$ cat config.mk
export PLATFORM = sky130hd
export DESIGN_NAME = memstore_buffer
export DESIGN_NICKNAME = d
export VERILOG_FILES = /design/src/rtl/memstore_buffer.sv
export SDC_FILE = /design/constraint.sdc
export NUM_CORES = 1
export LEC_CHECK = 0
export BUFFER_PORTS_ARGS = -buffer_cell sky130_fd_sc_hd__buf_4
export CAP_MARGIN = 0
export CORE_MARGIN = 2
export CORE_UTILIZATION = 60
export DETAILED_ROUTE_END_ITERATION = 7
export PLACE_DENSITY = 0.84
export SYNTH_ARGS = -nofsm -noshare
export SYNTH_HDL_FRONTEND = slang
export SYNTH_SLANG_ARGS = --single-unit
$ cat constraint.sdc
create_clock -name clk -period 10.1 [get_ports clk]
set_clock_uncertainty 0.1 [all_clocks]
set_input_delay 1.01 -clock clk [delete_from_list [all_inputs] [get_ports clk]]
set_output_delay 1.01 -clock clk [all_outputs]
set_load 0.05 [all_outputs]
$ cat src/rtl/memstore_buffer.sv
`default_nettype none
// ============================================================================
// Module   : memstore_buffer
// Purpose  : Store buffer between MEM and the data bus. It turns stores into
//            strobes and lane-replicated data, queues them, and drains them
//            one at a time over req/addr_ok/data_ok.
//            Optional macro STORE_MISALIGN_EXC_EN raises st_ades on a
//            misaligned store. Without it, the store is force-aligned.
// Revision : 1.0 - initial release
// ============================================================================
module memstore_buffer #(
    parameter int DEPTH = 4,
    parameter int WIDTH = 32
) (
    input  logic             clk,
    input  logic             resetn,
    input  logic             st_valid,
    output logic             st_ready,
    input  logic [WIDTH-1:0] st_addr,
    input  logic [WIDTH-1:0] st_data,
    input  logic [3:0]       st_width,
    output logic             st_ades,
    output logic             data_req,
    output logic             data_wr,
    output logic [1:0]       data_size,
    output logic [WIDTH-1:0] data_addr,
    output logic [3:0]       data_wstrb,
    output logic [WIDTH-1:0] data_wdata,
    input  logic             data_addr_ok,
    input  logic             data_data_ok,
    output logic             sb_empty
);

    localparam int PTR_W   = $clog2(DEPTH);
    localparam int CNT_W   = PTR_W + 1;
    localparam int ENTRY_W = 2 * WIDTH + 6;

    localparam logic [CNT_W-1:0] c_FULL = CNT_W'(DEPTH);
    localparam logic [CNT_W-1:0] c_ZERO = '0;
    localparam logic [CNT_W-1:0] c_ONE  = CNT_W'(1);

    localparam logic [1:0] c_IDLE = 2'd0;
    localparam logic [1:0] c_REQ  = 2'd1;
    localparam logic [1:0] c_WAIT = 2'd2;

    logic [ENTRY_W-1:0] r_mem [DEPTH];
    logic [PTR_W-1:0]   r_wrPtr;
    logic [PTR_W-1:0]   r_rdPtr;
    logic [CNT_W-1:0]   r_count;
    logic [1:0]         r_state;
    logic [1:0]         w_stateNext;

    logic               w_codeOk;
    logic [1:0]         w_size;
    logic [WIDTH-1:0]   w_wdata;
    logic [WIDTH-1:0]   w_alignAddr;
    logic [3:0]         w_wstrb;
    logic [ENTRY_W-1:0] w_enqEntry;
    logic               w_accept;
    logic               w_enq;
    logic               w_pop;
    logic               w_load;
    logic [ENTRY_W-1:0] w_loadEntry;
    logic [PTR_W-1:0]   w_rdNext;
    logic               w_idleAvail;
    logic               w_waitMore;
    logic               w_waitAvail;

    assign st_ready = (r_count != c_FULL);
    assign w_accept = st_valid && st_ready;
    assign data_wr  = 1'b1;

    always_comb begin
        w_codeOk = 1'b1;
        w_size   = 2'd0;
        w_wdata  = st_data;
        case (st_width)
            4'b0001: begin
                w_size  = 2'd0;
                w_wdata = {4{st_data[7:0]}};
            end
            4'b0011: begin
                w_size  = 2'd1;
                w_wdata = {2{st_data[15:0]}};
            end
            4'b1111: begin
                w_size  = 2'd2;
                w_wdata = st_data;
            end
            default: w_codeOk = 1'b0;
        endcase
    end

`ifdef STORE_MISALIGN_EXC_EN
    logic w_misalign;
    assign w_misalign  = ((w_size == 2'd1) && st_addr[0]) ||
                         ((w_size == 2'd2) && (st_addr[1:0] != 2'b00));
    assign st_ades     = st_valid && w_codeOk && w_misalign;
    assign w_alignAddr = st_addr;
    assign w_enq       = w_accept && w_codeOk && !w_misalign;
`else
    assign st_ades     = 1'b0;
    // Clear the low address bits that a half or word access must not use.
    assign w_alignAddr = {st_addr[WIDTH-1:2],
                          st_addr[1] & (w_size != 2'd2),
                          st_addr[0] & (w_size == 2'd0)};
    assign w_enq       = w_accept && w_codeOk;
`endif

    assign w_wstrb    = st_width << w_alignAddr[1:0];
    assign w_enqEntry = {w_alignAddr, w_size, w_wstrb, w_wdata};

    always_ff @(posedge clk) begin
        if (w_enq) begin
            r_mem[r_wrPtr] <= w_enqEntry;
        end
    end

    always_ff @(posedge clk) begin
        if (!resetn) begin
            r_wrPtr <= '0;
            r_rdPtr <= '0;
            r_count <= '0;
        end else begin
            if (w_enq) begin
                r_wrPtr <= r_wrPtr + 1'b1;
            end
            if (w_pop) begin
                r_rdPtr <= w_rdNext;
            end
            case ({w_enq, w_pop})
                2'b10:   r_count <= r_count + 1'b1;
                2'b01:   r_count <= r_count - 1'b1;
                default: r_count <= r_count;
            endcase
        end
    end

    assign w_rdNext = r_rdPtr + 1'b1;
    // A store arriving this cycle counts as a queued head, so it is forwarded.
    assign w_idleAvail = (r_count != c_ZERO) || w_enq;
    assign w_waitMore  = (r_count > c_ONE);
    assign w_waitAvail = w_waitMore || w_enq;

    always_ff @(posedge clk) begin
        if (!resetn) begin
            r_state <= c_IDLE;
        end else begin
            r_state <= w_stateNext;
        end
    end

    always_comb begin
        w_stateNext = r_state;
        case (r_state)
            c_IDLE: if (w_idleAvail) w_stateNext = c_REQ;
            c_REQ:  if (data_addr_ok) w_stateNext = data_data_ok ? c_IDLE : c_WAIT;
            c_WAIT: if (data_data_ok) w_stateNext = w_waitAvail ? c_REQ : c_IDLE;
            default: w_stateNext = c_IDLE;
        endcase
    end

    always_comb begin
        w_pop       = 1'b0;
        w_load      = 1'b0;
        w_loadEntry = r_mem[r_rdPtr];
        case (r_state)
            c_IDLE: begin
                w_load      = w_idleAvail;
                w_loadEntry = (r_count != c_ZERO) ? r_mem[r_rdPtr] : w_enqEntry;
            end
            c_REQ: begin
                w_pop = data_addr_ok && data_data_ok;
            end
            c_WAIT: begin
                w_pop       = data_data_ok;
                w_load      = data_data_ok && w_waitAvail;
                w_loadEntry = w_waitMore ? r_mem[w_rdNext] : w_enqEntry;
            end
            default: ;
        endcase
        data_req = (r_state == c_REQ);
        sb_empty = (r_count == c_ZERO) && (r_state == c_IDLE);
    end

    always_ff @(posedge clk) begin
        if (!resetn) begin
            data_addr  <= '0;
            data_size  <= '0;
            data_wstrb <= '0;
            data_wdata <= '0;
        end else if (w_load) begin
            {data_addr, data_size, data_wstrb, data_wdata} <= w_loadEntry;
        end
    end

endmodule
`default_nettype wire

==> results.md <==
- Outcome: complete, no violations
- Number of global-route vias before repair: 10300
- Post-synthesis instance total: 954
- Largest net degree at the start of global routing: 107
- Crit-path cells: buf_4, nand4_2, inv_1, a221oi_1, o211ai_4, buf_4, o21ai_0, a21oi_1
- CP max FO: 106
- Post-synth EDFFs: 280
- Antenna Nets Post-Route: 0
- Number of buffers created by CTS: 37
- DRT iter0 DRCs: 1573
- Netlist cell types: 47
- CTS Hold Bufs: 0
- Min-delay worst type: reg2reg
- Critical path's largest stage delay: 0.86 ns
- Achievable Freq: 286 MHz
- WHS Endpoint: r_state[0]
- Leakage: 0.00609 uW
- Synthesized flop and latch total: 361
- Clock Sink Count: 361
- CTS H-Tree Depth: 2
- Ant diodes: 0
- Total grt overflow: 0
- Post-synth top area share: 52.1%
- Reg2Reg Depth: 8
- Max stage delay cell, worst path: buf_4
- Hold Path Depth: 2
- Drt pass-1 iters: 6
- CP arrival: 3.84 ns
- Number of port buffers: 145
- Total track usage: 27.8%
- # Post-CTS Setup Buffers: 0
- Die Height: 168 microns
- Endpoints failing hold: 0
- Syn avg cell area: 16.9 sq um
- Initial antenna violation count: 0
- Share of layout cells above drive strength 1: 35.7%
- Die ar.: 28200 sq um
- Post_cts resized: 0
- RePlAce Congestion: 0.798
- Yosys Warn Count: 0
- Root Buffer: clkbuf_16
- Finish-stage setup viols: 0
- Cell mode on critical path: buf_4
- Tcrit/Tclk final: 34.6%
- Cell area after synthesis: 16100 sq um
- Longest Clk Path Bufs: 3
- Clock slew at reported path FFs: 0.06 ns
- Vias/cell: 7.19
- CP top delay family: buffers and inverters
- Post-layout util: 69.8%
- R2R Path End: data_addr[10]
- # nets final: 1147
- Worst-Skew Late Latency: 0.53 ns
- Power Dens Cells: 209 nW/um^2
- HPWL Detailed: 21.7 mm
- Global-route wire length before repair: 59.7 mm
- Kind of critical path: in2reg
- Startpoint types: input port
- Synth area leaders: edfxtp_1, mux4_2, dfxtp_1, a222oi_1, a21oi_1
- Die width: 168 microns
- Synth Net Count: 1040
- VDD IR-drop max: 0.181 mV
- Reg2reg setup slack: 6.88 ns
- Worst rel slew slack: 20.7%
- Via count: 10300
- Data required, critical path: 10.45 ns
- Number of cell rows: 60
- Area growth syn-to-layout: 15.4%
- WL per Instance: 27.4 microns
- TritonCTS clock tree: built
- Crit path buf inv count: 3
- Setup_tns: 0 ns
- Post-synthesis sequential area ratio: 62.2%
- FF-to-FF Start: r_count[0]
- Area leader, netlist: edfxtp_1
- Core ar.: 26700 sq um
- DRC: 0
- Drt total wl: 39.1 mm
- Final Critical Period: 3.49 ns
- Top FF cell, synth: edfxtp_1
- Worst Setup End Kind: flip-flop
- Total of max-cap violations: 0
- IO Pins: 148
- Starting Density: 60.5%
- Final Max Slew Viols: 0
- Tightest Pin Transition: 1.19 ns
- Hold Startpoint: r_state[0]
- Ys async rst share: 0%
- RSZ-0062 raised after global routing: no
## worst min-delay path, stage by stage, from the launching register on
cell and delay, ns:
dfxtp_1 0.34, nand2_1 0.06, o32ai_1 0.07
## registers in the layout, summed over array words and instances, names as in the netlist, named ones only
name,cells
data_size,2
r_wrPtr,2
r_count,3
r_mem,280
data_wdata,32
data_wstrb,4
data_addr,32
r_state,2
r_rdPtr,2
## cell usage after synthesis, types with 12 or more instances
| cell | count |
|---|---|
| mux2_2 | 16 |
| ha_1 | 13 |
| a21oi_1 | 84 |
| mux4_2 | 140 |
| dfxtp_1 | 81 |
| a222oi_1 | 63 |
| buf_2 | 48 |
| clkbuf_1 | 30 |
| and2_1 | 12 |
| inv_1 | 15 |
| nor2_1 | 14 |
| o21ai_0 | 73 |
| edfxtp_1 | 280 |
| nand2_1 | 12 |
## area by class of cell
class	count	area (sq um)
Clock buffer	47	1050
Clock inverter	21	216
Fill cell	1613	8040
Inverter	15	56.3
Multi-Input combinational cell	491	5660
Sequential cell	361	10000
Tap cell	341	427
Timing Repair Buffer	155	1160
## placed cells by master (no fill, tap or decap), drive strengths merged, types with 12 or more instances in the layout
master	count
mux4	140
mux2	16
buf	155
o21ai	73
edfxtp	280
a222oi	63
and2	12
nand2	12
inv	16
ha	13
dfxtp	81
clkbuf	47
a21oi	85
nor2	14
## cell families (layout without fill, tap and decap cells)
group	Yosys count	in the layout	share of synthesized area (%)
other cells	2	2	0.0466
compound gates	248	248	10.2
fa+ha+maj	13	13	1.01
simple gates	55	55	1.95
mux	167	167	21.3
xor+xnor	6	6	0.326
flops	361	361	62.2
buf+inv	102	238	3.00
## how the worst max path moves through the flow
stage / from / endpoint / slack [ns] / depth (start not counted)
after detailed placement: st_width[1] / data_wstrb[1] / 6.17 / 8
after floorplan: st_width[3] / r_mem[0][0] / 5.98 / 5
after CTS: st_width[1] / data_addr[10] / 6.65 / 8
after global routing: st_width[1] / data_addr[10] / 6.33 / 8
final: st_width[1] / data_addr[10] / 6.61 / 8
after global placement: st_width[1] / data_addr[0] / 6.29 / 8
## metrics by stage
step / power (uW) / setup WS, ns / hold slack, ns / instance area, sq um / cells
CTS: 3900 / 6.65 / 0.415 / 18600 / 1431
global placement: 2500 / 6.29 / 0.403 / 17400 / 1363
floorplan: 2280 / 5.98 / 0.382 / 16100 / 954
finish: 3890 / 6.61 / 0.417 / 18600 / 1431
global route: 4010 / 6.33 / 0.446 / 18600 / 1431
detailed placement: 2510 / 6.17 / 0.405 / 17400 / 1363
## power breakdown
| part | switching, uW | internal, uW |
|---|---|---|
| registers | 51.0 | 1670 |
| logic | 520 | 250 |
| clock network | 561 | 838 |
## metal layers
layer | up-vias | GRT usage, % | routed length [microns]
met5 | - | 0 | 0
met4 | 0 | 8.47 | 906
met3 | 76 | 4.80 | 4350
met2 | 761 | 45.7 | 19400
met1 | 5203 | 38.9 | 14500
li1 | 4251 | - | -
Power figures use the tool's default switching activity.
